===== src/rtl/lipsi_fetch_if.sv =====
// Fetch-unit bundle: control-unit handshake plus the byte-memory read port.
// master = fetch unit (drives the request and the instruction outputs),
// slave  = environment (control unit and memory).
interface lipsi_fetch_if #(
  parameter int PC_W = 8
);
  // control unit side
  logic            advance;
  logic [1:0]      nxt_sel;
  logic [PC_W-1:0] acc;
  logic [7:0]      instruction;
  logic [7:0]      operand;
  logic            instr_valid;
  logic [PC_W-1:0] pc;
  logic            halted;
  logic            bus_err;
  // memory read port
  logic [7:0]      mem_rdata;
  logic            mem_rvalid;
  logic            mem_rreq;
  logic [PC_W-1:0] mem_raddr;

  modport master (
    input  advance, nxt_sel, acc, mem_rdata, mem_rvalid,
    output mem_rreq, mem_raddr, instruction, operand, instr_valid,
           pc, halted, bus_err
  );

  modport slave (
    output advance, nxt_sel, acc, mem_rdata, mem_rvalid,
    input  mem_rreq, mem_raddr, instruction, operand, instr_valid,
           pc, halted, bus_err
  );
endinterface


===== src/rtl/lipsi_fetch_unit.sv =====
// Lipsi instruction fetch: owns the PC, fetches 1- or 2-byte instructions over a req/valid port.
// Latency: 2 cycles per byte with a zero-wait memory (1-byte valid at cycle 2, 2-byte at cycle 4).
// Backpressure: READY holds instruction/operand/pc until advance; a silent memory ends in HALT with bus_err.
module lipsi_fetch_unit #(
  parameter int              PC_W     = 8,
  parameter logic [PC_W-1:0] RESET_PC = '0,
  parameter int              MAX_WAIT = 15
) (
  input logic           clk,
  input logic           reset,
  lipsi_fetch_if.master bus
);

  localparam int CNT_W = $clog2(MAX_WAIT + 1);

  typedef enum logic [2:0] {
    IREQ,
    IWAIT,
    OREQ,
    OWAIT,
    READY,
    HALT
  } state_t;

  state_t           state;
  logic [CNT_W-1:0] wait_cnt;

  // A response in the same cycle as our own request is too early to be ours.
  logic rsp_ok;
  assign rsp_ok = bus.mem_rvalid && !bus.mem_rreq;

  // Length decode of the byte arriving now and of the held instruction.
  logic fetched_two;
  logic cur_two;
  assign fetched_two = (bus.mem_rdata[7:4] == 4'hC) || (bus.mem_rdata[7:4] == 4'hD);
  assign cur_two     = (bus.instruction[7:4] == 4'hC) || (bus.instruction[7:4] == 4'hD);

  // Last waiting cycle before the memory is declared dead.
  logic wait_last;
  assign wait_last = (wait_cnt == CNT_W'(MAX_WAIT - 1));

  // Fetch sequencer: all outputs are registered here, request is a one-cycle pulse.
  always_ff @(posedge clk) begin
    if (reset) begin
      state           <= IREQ;
      wait_cnt        <= '0;
      bus.pc          <= RESET_PC;
      bus.mem_raddr   <= RESET_PC;
      bus.mem_rreq    <= 1'b0;
      bus.instruction <= 8'h00;
      bus.operand     <= 8'h00;
      bus.instr_valid <= 1'b0;
      bus.halted      <= 1'b0;
      bus.bus_err     <= 1'b0;
    end else begin
      bus.mem_rreq <= 1'b0;
      case (state)
        IREQ: begin
          bus.mem_rreq  <= 1'b1;
          bus.mem_raddr <= bus.pc;
          wait_cnt      <= '0;
          state         <= IWAIT;
        end
        IWAIT: begin
          if (rsp_ok) begin
            bus.instruction <= bus.mem_rdata;
            if (fetched_two) begin
              // Issue the operand request straight away so it overlaps the decode.
              bus.mem_rreq  <= 1'b1;
              bus.mem_raddr <= bus.pc + PC_W'(1);
              wait_cnt      <= '0;
              state         <= OREQ;
            end else begin
              bus.operand     <= 8'h00;
              bus.instr_valid <= 1'b1;
              state           <= READY;
            end
          end else if (!bus.mem_rreq) begin
            // The request cycle itself is not counted as waiting.
            if (wait_last) begin
              bus.bus_err <= 1'b1;
              bus.halted  <= 1'b1;
              state       <= HALT;
            end else begin
              wait_cnt <= wait_cnt + CNT_W'(1);
            end
          end
        end
        OREQ: begin
          wait_cnt <= '0;
          state    <= OWAIT;
        end
        OWAIT: begin
          if (rsp_ok) begin
            bus.operand     <= bus.mem_rdata;
            bus.instr_valid <= 1'b1;
            state           <= READY;
          end else if (wait_last) begin
            bus.bus_err <= 1'b1;
            bus.halted  <= 1'b1;
            state       <= HALT;
          end else begin
            wait_cnt <= wait_cnt + CNT_W'(1);
          end
        end
        READY: begin
          if (bus.advance) begin
            bus.instr_valid <= 1'b0;
            state           <= IREQ;
            case (bus.nxt_sel)
              2'b00: bus.pc <= bus.pc + (cur_two ? PC_W'(2) : PC_W'(1));
              2'b01: bus.pc <= PC_W'(bus.operand);
              2'b10: bus.pc <= bus.acc;
              default: begin
                bus.halted <= 1'b1;
                state      <= HALT;
              end
            endcase
          end
        end
        HALT: begin
          state <= HALT;
        end
        default: begin
          state <= IREQ;
        end
      endcase
    end
  end

endmodule


===== src/flat_wrapper.sv =====
// flat-port wrapper written by rule: the top's interface ports become plain ports
module lipsi_fetch_unit_flat 
#(
  parameter int              PC_W     = 8,
  parameter logic [PC_W-1:0] RESET_PC = '0,
  parameter int              MAX_WAIT = 15
)
  (clk, reset, bus_advance, bus_nxt_sel, bus_acc, bus_mem_rdata, bus_mem_rvalid, bus_mem_rreq, bus_mem_raddr, bus_instruction, bus_operand, bus_instr_valid, bus_pc, bus_halted, bus_bus_err);
  lipsi_fetch_if #(.PC_W(PC_W)) bus_i ();
  input logic clk;
  input logic reset;
  input wire logic [$bits(bus_i.advance)-1:0] bus_advance;
  input wire logic [$bits(bus_i.nxt_sel)-1:0] bus_nxt_sel;
  input wire logic [$bits(bus_i.acc)-1:0] bus_acc;
  input wire logic [$bits(bus_i.mem_rdata)-1:0] bus_mem_rdata;
  input wire logic [$bits(bus_i.mem_rvalid)-1:0] bus_mem_rvalid;
  output wire logic [$bits(bus_i.mem_rreq)-1:0] bus_mem_rreq;
  output wire logic [$bits(bus_i.mem_raddr)-1:0] bus_mem_raddr;
  output wire logic [$bits(bus_i.instruction)-1:0] bus_instruction;
  output wire logic [$bits(bus_i.operand)-1:0] bus_operand;
  output wire logic [$bits(bus_i.instr_valid)-1:0] bus_instr_valid;
  output wire logic [$bits(bus_i.pc)-1:0] bus_pc;
  output wire logic [$bits(bus_i.halted)-1:0] bus_halted;
  output wire logic [$bits(bus_i.bus_err)-1:0] bus_bus_err;
  assign bus_i.advance = bus_advance;
  assign bus_i.nxt_sel = bus_nxt_sel;
  assign bus_i.acc = bus_acc;
  assign bus_i.mem_rdata = bus_mem_rdata;
  assign bus_i.mem_rvalid = bus_mem_rvalid;
  assign bus_mem_rreq = bus_i.mem_rreq;
  assign bus_mem_raddr = bus_i.mem_raddr;
  assign bus_instruction = bus_i.instruction;
  assign bus_operand = bus_i.operand;
  assign bus_instr_valid = bus_i.instr_valid;
  assign bus_pc = bus_i.pc;
  assign bus_halted = bus_i.halted;
  assign bus_bus_err = bus_i.bus_err;
  lipsi_fetch_unit #(.PC_W(PC_W), .RESET_PC(RESET_PC), .MAX_WAIT(MAX_WAIT)) u_core (.clk(clk), .reset(reset), .bus(bus_i));
endmodule

===== config.mk =====
export PLATFORM = sky130hd
export DESIGN_NAME = lipsi_fetch_unit_flat
export DESIGN_NICKNAME = d
export VERILOG_FILES = /design/src/rtl/lipsi_fetch_if.sv /design/src/rtl/lipsi_fetch_unit.sv /design/src/flat_wrapper.sv
export SDC_FILE = /design/constraint.sdc
export NUM_CORES = 1
export LEC_CHECK = 0
export CAP_MARGIN = 20
export CORE_ASPECT_RATIO = 1.25
export CORE_MARGIN = 2
export CORE_UTILIZATION = 43
export DETAILED_ROUTE_END_ITERATION = 16
export PLACE_DENSITY = 0.81
export SLEW_MARGIN = 20
export SYNTH_ARGS = -nofsm -noshare
export SYNTH_HDL_FRONTEND = slang
export SYNTH_SLANG_ARGS = --single-unit

===== constraint.sdc =====
create_clock -name clk -period 2 [get_ports clk]
set_input_delay 0.6 -clock clk [delete_from_list [all_inputs] [get_ports clk]]
set_output_delay 0.6 -clock clk [all_outputs]
set_load 0.02 [all_outputs]

==> parameters.txt <==
Parameter                              Value

Synth
  Asr flop ratio synth    0
  Net count after synthesis    317
  Number of distinct library cells after synthesis    54
  Ys flop type    sky130_fd_sc_hd__dfxtp_1
  Synthesis-stage register bit count    43
  Number of synthesized flops with an enable pin    0
  Mean instance size in the synthesized netlist    between 8 and 9 µm²
  Portion of the post-synthesis area used by sequential elements    0.375
  Number of standard cells after synthesis    286
  Area of the mapped netlist    about 2300 µm²
  Syn. warnings    0

Worst hold path
  WHS Path Cells    2
  Worst min-delay path category    reg2reg

Critical path
  Category of the worst setup path capture point    output pin
  CP Class    reg2out
  Required time of the critical path    1.40 ns
  Highest-delay cell along the critical path    sky130_fd_sc_hd__clkdlybuf4s50_1
  Family with the most delay on the worst path    buffers and inverters
  Number of cells on the critical path    1
  Type of element launching the critical path    register
  CP Cell Sequence    clkdlybuf4s50_1
  Cell depth of the worst flop-to-flop path    9
  Largest stage delay, worst path    0.63 ns
  Data arrival time of the critical path    1.33 ns
  Max FO, Critical Path    5
  Sum of buffers and inverters on the critical path    1

CTS
  Clock tree from TritonCTS    done
  Library cell used as clock root buffer    sky130_fd_sc_hd__clkbuf_8
  Count of H-tree levels built during CTS    2
  CTS Hold Buffers Added    0
  Clk buf depth    2
  Clock transition at the registers of the reported paths    0.08 ns
  Clock sink count    43
  Clock network latency to the later pin of the worst-skew pair    0.30 ns
  CTS Buf Count    5

Power
  Total internal power    1.36 mW
  Sw Share    0.289
  Lkg Pwr    1.19 nW
  PwrDens    592 nW/µm²
  Switching power of the nets    0.551 mW
  Part of the power in registers    0.477
  Clock share of power    0.284
  Maximum vdd drop    about 0.37 mV
  Part of the power in combinational logic    0.239

Cells and area
  P&R area growth vs syn    40.6%
  NumNets Final    390
  Highest-count cells in the layout ignoring fill and taps    sky130_fd_sc_hd__clkdlybuf4s50_1 (52), sky130_fd_sc_hd__dfxtp_1 (43), sky130_fd_sc_hd__a21oi_1 (37)
  Ratio of cells with drive above 1 in the final layout    0.139
  Number of antenna cells inserted    0
  Commonest non-fill, non-tap cell in the layout    sky130_fd_sc_hd__clkdlybuf4s50_1

Global routing
  Via count of the first global-routing pass    about 2,300
  Antenna violations before repair    0
  Met1 track demand over resource in global routing    0.252
  Maximum number of pins on one net before global-route repair    44
  Met2 global-route usage    0.387
  Overall Global Routing Usage    0.214
  Grt total ovfl    0
  Met3 track demand over resource in global routing    0.0423
  Global-route wire length before repair    10.5 mm
  Top Usage Layer GRT    met2

STA
  Period Utilization, post-route    0.966
  Worst slew margin relative to its limit    0.786
  Layout Skew    0.00934 ns
  Highest clock frequency the design can meet    517 MHz
  Setup Viol. Count Final    0
  Clock period minus final worst setup slack    1.93 ns
  Setup TNS Final    0 ns
  Max-slew violation count    0
  Final hold vios    0
  Slew at the pin closest to its max-slew limit    roughly 0.31 ns
  Final hold slack    0.459 ns
  RSZ-0062 raised after global routing    no

Route
  Iteration count of the initial detailed-routing pass    4
  Final routed wire length divided by cell count    14.6 µm
  Initial drt markers    200
  Detailed-route vias per instance    5.72
  Detailed Route WL    6.16 mm
  Routed vias    2,415
  DRC violations left    0
  Final ANT Viol Nets    0

Status
  Run status    finished clean

Placed design
  Final weighted congestion in routability-driven placement    0.883
  Post-DP HPWL    4.64 mm
  Port Buf Inserts    57

Floorplan
  Total core area    5120 µm²
  Count of boundary I/O pins    58
  Die area    slightly below 6000 µm²
  Row Count    29
  Initial cell density of the core    0.448
  Horizontal die dimension    69.3 µm
  Die boundary height    85.7 µm

Run
  Number of maximum-capacitance constraint violations    0
-- path summary, 6_finish.rpt --
check                                               from                                     end  slack (ns)
hold / removal    u_core.bus.instruction[1]$_SDFFE_PP0P_  u_core.bus.instruction[1]$_SDFFE_PP0P_        0.46
hold reg to reg   u_core.bus.instruction[1]$_SDFFE_PP0P_  u_core.bus.instruction[1]$_SDFFE_PP0P_        0.46
setup reg to reg  u_core.bus.instruction[7]$_SDFFE_PP0P_           u_core.bus.pc[6]$_SDFFE_PP0P_        0.15
setup / recovery           u_core.bus.pc[7]$_SDFFE_PP0P_                               bus_pc[7]        0.07
-- area by class of cell --
| cell class | instances | area [µm²] |
|---|---|---|
| flip-flops and latches | 43 | 861 |
| repair buffers | 88 | 833 |
| inverters | 11 | 41.3 |
| clock inverters | 1 | 5.00 |
| well taps | 62 | 77.6 |
| clock buffers | 7 | 76.3 |
| fillers | 468 | 1890 |
| multi-input cells | 210 | 1330 |
-- power by group through the flow --
stage	Sequential [mW]	Combinational (mW)	Clock [mW]
after global routing	0.917	0.498	0.595
after detailed placement	0.932	0.450	0
after floorplan	0.968	0.201	0
final	0.911	0.457	0.543
after CTS	0.912	0.452	0.555
after global placement	0.930	0.440	0
-- layer usage --
layer / routed length, µm / vias to the layer above
met5: 0 / -
met4: 115 / 0
met3: 279 / 9
met2: 3260 / 69
met1: 2510 / 1150
li1: - / 1187
-- per-stage QoR --
step,cell area (µm²),utilization,worst slack [ns],instances,total power [mW]
global placement,3110,0.608,-0.192,414,1.37
CTS,3190,0.624,0.0103,422,1.92
finish,3230,0.630,0.0675,422,1.91
global route,3230,0.630,0.000814,422,2.01
detailed placement,3110,0.608,-0.267,414,1.38
floorplan,2290,-,0.149,286,1.17
-- sequential cells by signal, summed over array words and instances, names as in the netlist --
signal                  flops
u_core.bus.operand          8
u_core.bus.mem_raddr        8
u_core.bus.bus_err          1
u_core.bus.instr_valid      1
u_core.bus.pc               8
u_core.bus.instruction      8
u_core.bus.halted           1
u_core.state                3
u_core.wait_cnt             4
u_core.bus.mem_rreq         1
-- cells by family (layout without fill, tap and decap cells) --
group | count (synthesis) | after routing | share of synthesized area
adders and majority gates | 9 | 9 | 0.0524
buffers and inverters | 33 | 107 | 0.0562
and+or+nand+nor | 104 | 104 | 0.235
AOI/OAI and AO/OA | 91 | 91 | 0.258
xor gates and xnor gates | 5 | 5 | 0.0191
DFF | 43 | 43 | 0.375
muxes | 1 | 1 | 0.00436
-- synthesized netlist by cell type (all sizes together) (2+ instances only) --
master	instances	share of area
a211oi	12	0.044
a21oi	37	0.081
a221oi	2	0.0076
a22oi	5	0.016
a311oi	2	0.0076
and2	2	0.0055
and3	2	0.0055
buf	6	0.012
clkbuf	16	0.026
dfxtp	43	0.38
ha	8	0.044
inv	11	0.018
nand2	31	0.051
nand2b	4	0.011
nand3	12	0.026
nand3b	2	0.0065
nand4	10	0.027
nor2	19	0.031
nor2b	6	0.016
nor3	4	0.0087
nor3b	2	0.0087
o21a	2	0.0065
o21ai	15	0.033
o31a	2	0.0076
or3	2	0.0055
xnor2	3	0.011
xor2	2	0.0076
-- repair_timing --
action	4_1_cts	5_1_grt
resized for setup	2	10
setup endpoints to repair	2	12
pin swaps	0	0
setup buffers	0	0
No activity file was read; power rests on OpenSTA's default activity.
